### config.mk
export PLATFORM = sky130hd
export DESIGN_NAME = vc_arbiter_d
export DESIGN_NICKNAME = d
export VERILOG_FILES = /design/src/rtl/vc_arbiter_d.sv
export SDC_FILE = /design/constraint.sdc
export NUM_CORES = 1
export LEC_CHECK = 0
export CORE_ASPECT_RATIO = 0.75
export CORE_MARGIN = 5
export CORE_UTILIZATION = 45
export CTS_CLUSTER_SIZE = 20
export DETAILED_ROUTE_END_ITERATION = 10
export PLACE_DENSITY = 0.83
export SYNTH_ARGS = -nofsm -noshare
export SYNTH_HDL_FRONTEND = slang
export SYNTH_SLANG_ARGS = --single-unit
### constraint.sdc
create_clock -name clk -period 2.6 [get_ports clk]
set_input_delay 0.65 -clock clk [delete_from_list [all_inputs] [get_ports clk]]
set_output_delay 0.65 -clock clk [all_outputs]
set_load 0.03 [all_outputs]
### src/rtl/vc_arbiter_d.sv
// vc_arbiter_d: drains the VC0/VC1 FIFOs with strict VC0 priority and
// routes each word to the D0 or D1 FIFO based on its destination bit.
// Stalls on any destination almost-full/full flag and counts words
// forwarded from each VC.
module vc_arbiter_d #(
  parameter int unsigned data_width = 6,
  parameter int unsigned dest_bit   = 4,
  parameter int unsigned cnt_width  = 8
) (
  input  logic                  clk,
  input  logic                  reset,
  input  logic                  init,
  input  logic                  empty_fifo_VC0,
  input  logic                  empty_fifo_VC1,
  input  logic [data_width-1:0] data_out_VC0,
  input  logic [data_width-1:0] data_out_VC1,
  input  logic                  almost_full_D0,
  input  logic                  almost_full_D1,
  input  logic                  full_D0,
  input  logic                  full_D1,
  output logic                  rd_enable_VC0,
  output logic                  rd_enable_VC1,
  output logic                  wr_enable_D0,
  output logic                  wr_enable_D1,
  output logic [data_width-1:0] data_in_D,
  output logic [cnt_width-1:0]  cnt_VC0,
  output logic [cnt_width-1:0]  cnt_VC1,
  output logic                  idle
);

  typedef enum logic [1:0] {
    IDLE  = 2'd0,
    RUN   = 2'd1,
    STALL = 2'd2
  } state_t;

  state_t                state;
  logic                  clear;
  logic                  stall;
  logic                  any_req;
  logic                  run;
  logic                  valid;
  logic                  src;
  logic [data_width-1:0] word;

  // Clear, stall and pop qualification.
  always_comb begin
    clear   = !reset || !init;
    // The destination of the next word is not known until after the read,
    // so any destination flag blocks popping.
    stall   = almost_full_D0 || almost_full_D1 || full_D0 || full_D1;
    any_req = !empty_fifo_VC0 || !empty_fifo_VC1;
    // IDLE lets the first pop happen in the cycle a VC goes non-empty.
    run     = (state == RUN) || ((state == IDLE) && any_req && !stall);
    rd_enable_VC0 = !clear && run && !stall && !empty_fifo_VC0;
    rd_enable_VC1 = !clear && run && !stall && empty_fifo_VC0 && !empty_fifo_VC1;
    word    = src ? data_out_VC1 : data_out_VC0;
    idle    = (state == IDLE) && !valid;
  end

  // Control FSM, read pipeline, push registers and per-VC counters.
  always_ff @(posedge clk) begin
    if (!reset || !init) begin
      state        <= IDLE;
      valid        <= 1'b0;
      src          <= 1'b0;
      wr_enable_D0 <= 1'b0;
      wr_enable_D1 <= 1'b0;
      data_in_D    <= '0;
      cnt_VC0      <= '0;
      cnt_VC1      <= '0;
    end else begin
      case (state)
        IDLE: begin
          if (any_req) state <= stall ? STALL : RUN;
        end
        RUN: begin
          if (stall)                  state <= STALL;
          else if (!any_req && !valid) state <= IDLE;
        end
        STALL: begin
          if (!stall) state <= any_req ? RUN : IDLE;
        end
        default: state <= IDLE;
      endcase

      valid <= rd_enable_VC0 || rd_enable_VC1;
      src   <= rd_enable_VC1;

      // A word popped last cycle is now on the FIFO read port; forward it
      // regardless of stall, since the threshold leaves room for it.
      if (valid) begin
        data_in_D    <= word;
        wr_enable_D0 <= !word[dest_bit];
        wr_enable_D1 <= word[dest_bit];
        if (src) cnt_VC1 <= cnt_VC1 + cnt_width'(1);
        else     cnt_VC0 <= cnt_VC0 + cnt_width'(1);
      end else begin
        wr_enable_D0 <= 1'b0;
        wr_enable_D1 <= 1'b0;
      end
    end
  end

endmodule

==> results.sh <==
export IMPL_synth_ff_type="dfxtp_1"
export IMPL_min_period_ns=2.52
export IMPL_nNetsFinal=207
export IMPL_fin_tns_setup_ns=0
export IMPL_async_reset_ff_share_pct=0
export IMPL_ys_top_cells_by_count="dfxtp_1 (28), a21oi_1 (13), nor2_1 (13), nand2_1 (10)"
export IMPL_synthTopCellsByArea="dfxtp_1 (46%), mux2i_1 (5.8%), a21oi_1 (5.4%), a211oi_1 (4.3%), nor2_1 (4.0%)"
export IMPL_syn_instance_count=133
export IMPL_cts_root_buf="clkbuf_4"
export IMPL_syn_to_final_growth_pct=47.0
export IMPL_synth_top_area_share_pct=46.4
export IMPL_drt_iter0_markers=40
export IMPL_worst_slew_pin_slew_ns=0.639
export IMPL_yosysUniqueCellTypes=30
export IMPL_hold_depth=2
export IMPL_via_count=1163
export IMPL_worst_r2r_path_depth=3
export IMPL_io_buffers=47
export IMPL_worstSetupPathType="in2out"
export IMPL_syn_area_per_cell_um2=9.09
export IMPL_dr_pass1_iters=4
export IMPL_yosys_warnings=0
export IMPL_antenna_found_initial=0
export IMPL_yosysSeqAreaShare_pct=46.4
export IMPL_synth_edf_count=0
export IMPL_cts_made_buffers=3
export IMPL_syn_num_nets=156
export IMPL_start_util_pct=46.8
export IMPL_min_from="cnt_VC1[7]"
export IMPL_io_pins=48
export IMPL_critical_path_arrival_ns=1.87
export IMPL_cap_violations=0
export IMPL_ant_nets=0
export IMPL_p_leak_nw=0.609
export IMPL_clock_skew_ns=0.00774
export IMPL_finalWorstSetupSlack_ns=0.0839
export IMPL_placed_cells=214
export IMPL_r2r_start="src"
export IMPL_slew_headroom_pct=57.3
export IMPL_antenna_cells=0
export IMPL_grt_usage_pct=16.8
export IMPL_finalHoldViolations=0
export IMPL_fp_row_count=16
export IMPL_holdWs_ns=0.487
export IMPL_required_ns=1.95
export IMPL_status="complete, no violations"
export IMPL_fmax_mhz=397
export IMPL_yosys_register_bits=28
export IMPL_die_x_um=69.8
export IMPL_via_per_inst=5.33
export IMPL_synth_area_leader_cell="dfxtp_1"
export IMPL_cts_htree_levels=1
export IMPL_setup_viol=0
export IMPL_stdcell_count=218
export IMPL_synth_most_common_cell="dfxtp_1"
export IMPL_avgRoutedWirePerCell_um=13.7
export IMPL_preCtsSetupSlack_ns=-0.0684
export IMPL_core_area_um2=2580
export IMPL_start_kind="input pin"
export IMPL_clock_sinks=28
export IMPL_clk_pin_slew_ns=0.14
export IMPL_die_height_um=54.9
export IMPL_post_dp_hpwl_mm=2.28
export IMPL_grt_max_degree=25
export IMPL_timing_rr_end="cnt_VC1[5]"
export IMPL_hp_class="reg2reg"
export IMPL_endpoint_kind="output port"
export IMPL_peakVddDrop_uv=308
export IMPL_clock_latency_ns=0.32
export IMPL_gp_congestion=0.803
export IMPL_path_max_fanout=3
export IMPL_reg2reg_slack_ns=0.91
export IMPL_wl_mm=2.98
export IMPL_syn_area_um2=1210
export IMPL_cts_tree="yes"
export IMPL_clk_path_buf_depth=2
export IMPL_fin_crit_sh_pct=96.8
export IMPL_grt_pass1_vias=1118
export IMPL_hold_end="cnt_VC1[7]"
export IMPL_finalMaxSlewViolations=0
export IMPL_drc=0
export IMPL_total_power_mw=0.666
export IMPL_grt_pass1_wl_mm=4.98
export IMPL_drive_gt1_share_pct=7.69
export IMPL_grt_overflow=0
export IMPL_die_area_um2=3830
export IMPL_hold_buffers=0
export IMPL_cellPowerDensity_nw_per_um2=375
[flip-flops by register name (all words and copies together), names as in the netlist]
signal,flops
cnt_VC0,8
valid,1
wr_enable_D1,1
src,1
state,2
data_in_D,6
wr_enable_D0,1
cnt_VC1,8
[power by group]
part           total (mW)  internal, mW  switching, mW
sequential          0.432         0.431        0.00162
combinational      0.0604        0.0365         0.0239
clock               0.173        0.0543          0.119
total               0.666         0.522          0.144
[per-stage QoR]
stage,instance area (um2),utilization [%]
after floorplan,1210,-
after global placement,1730,66.9
after detailed placement,1730,66.9
after CTS,1760,68.0
after global routing,1780,68.8
final,1780,68.8
[kinds of logic (layout without fill, tap and decap cells)]
| logic type | count (synthesis) | after routing | share of synthesized area (%) |
|---|---|---|---|
| fa+ha+maj | 2 | 2 | 2.07 |
| xor+xnor | 4 | 4 | 2.90 |
| mux | 7 | 7 | 5.80 |
| simple gates | 53 | 53 | 24.5 |
| buf+inv | 8 | 57 | 2.90 |
| flops | 28 | 28 | 46.4 |
| compound gates | 31 | 31 | 15.4 |
[layout make-up]
cell class              instances  area [um2]
flip-flops and latches         28         561
repair buffers                 52         508
well taps                      36        45.0
clock buffers                   3        22.5
multi-input cells              97         633
inverters                       2        7.51
fillers                       201         806
[worst max-delay path: stages]
cell	delay, ns
clkdlybuf4s50_1	0.45
nor4_4	0.24
nand3b_1	0.16
nor3b_2	0.18
buf_4	0.18
[worst max path at each step]
stage	startpoint	cells past startpoint	slack [ns]	to
final	full_D0	5	0.08	rd_enable_VC1
after global routing	init	5	-0.001	rd_enable_VC1
after CTS	almost_full_D1	5	0.0008	rd_enable_VC1
after detailed placement	almost_full_D0	5	-0.07	rd_enable_VC1
after global placement	almost_full_D1	5	-0.007	rd_enable_VC1
after floorplan	almost_full_D1	3	0.24	rd_enable_VC1
[routing by layer]
metal / share of wire [%] / GRT usage [%]
met5: 0 / 0
met4: 0.84 / 7.32
met3: 10 / 8.07
met2: 50 / 30.3
met1: 39 / 17.3
[cells in the final DEF (no fill, tap or decap), drive strengths merged]
master,synthesis,routed
nor2b,1,1
xnor2,1,1
dfxtp,28,28
a2111oi,1,1
nor3,2,2
dlymetal6s2s,0,2
nand4,3,3
or4,4,4
inv,2,2
xor2,3,3
o31ai,4,4
buf,2,7
o21ai,6,6
a211oi,7,7
mux2i,7,7
a21oi,13,13
nor3b,2,2
nor2,13,13
or3,6,6
nand2,10,10
and2,1,1
nand4b,1,1
nor4,1,1
clkbuf,4,3
nand3b,3,3
clkdlybuf4s50,0,43
nand3,5,5
ha,2,2
and3,1,1
[timing repair]
item,CTS,global route
pin swaps,0,3
buffers inserted,0,1
endpoints found under the setup margin,1,2
resized for setup,1,3
No activity file was read; power rests on OpenSTA's default activity.
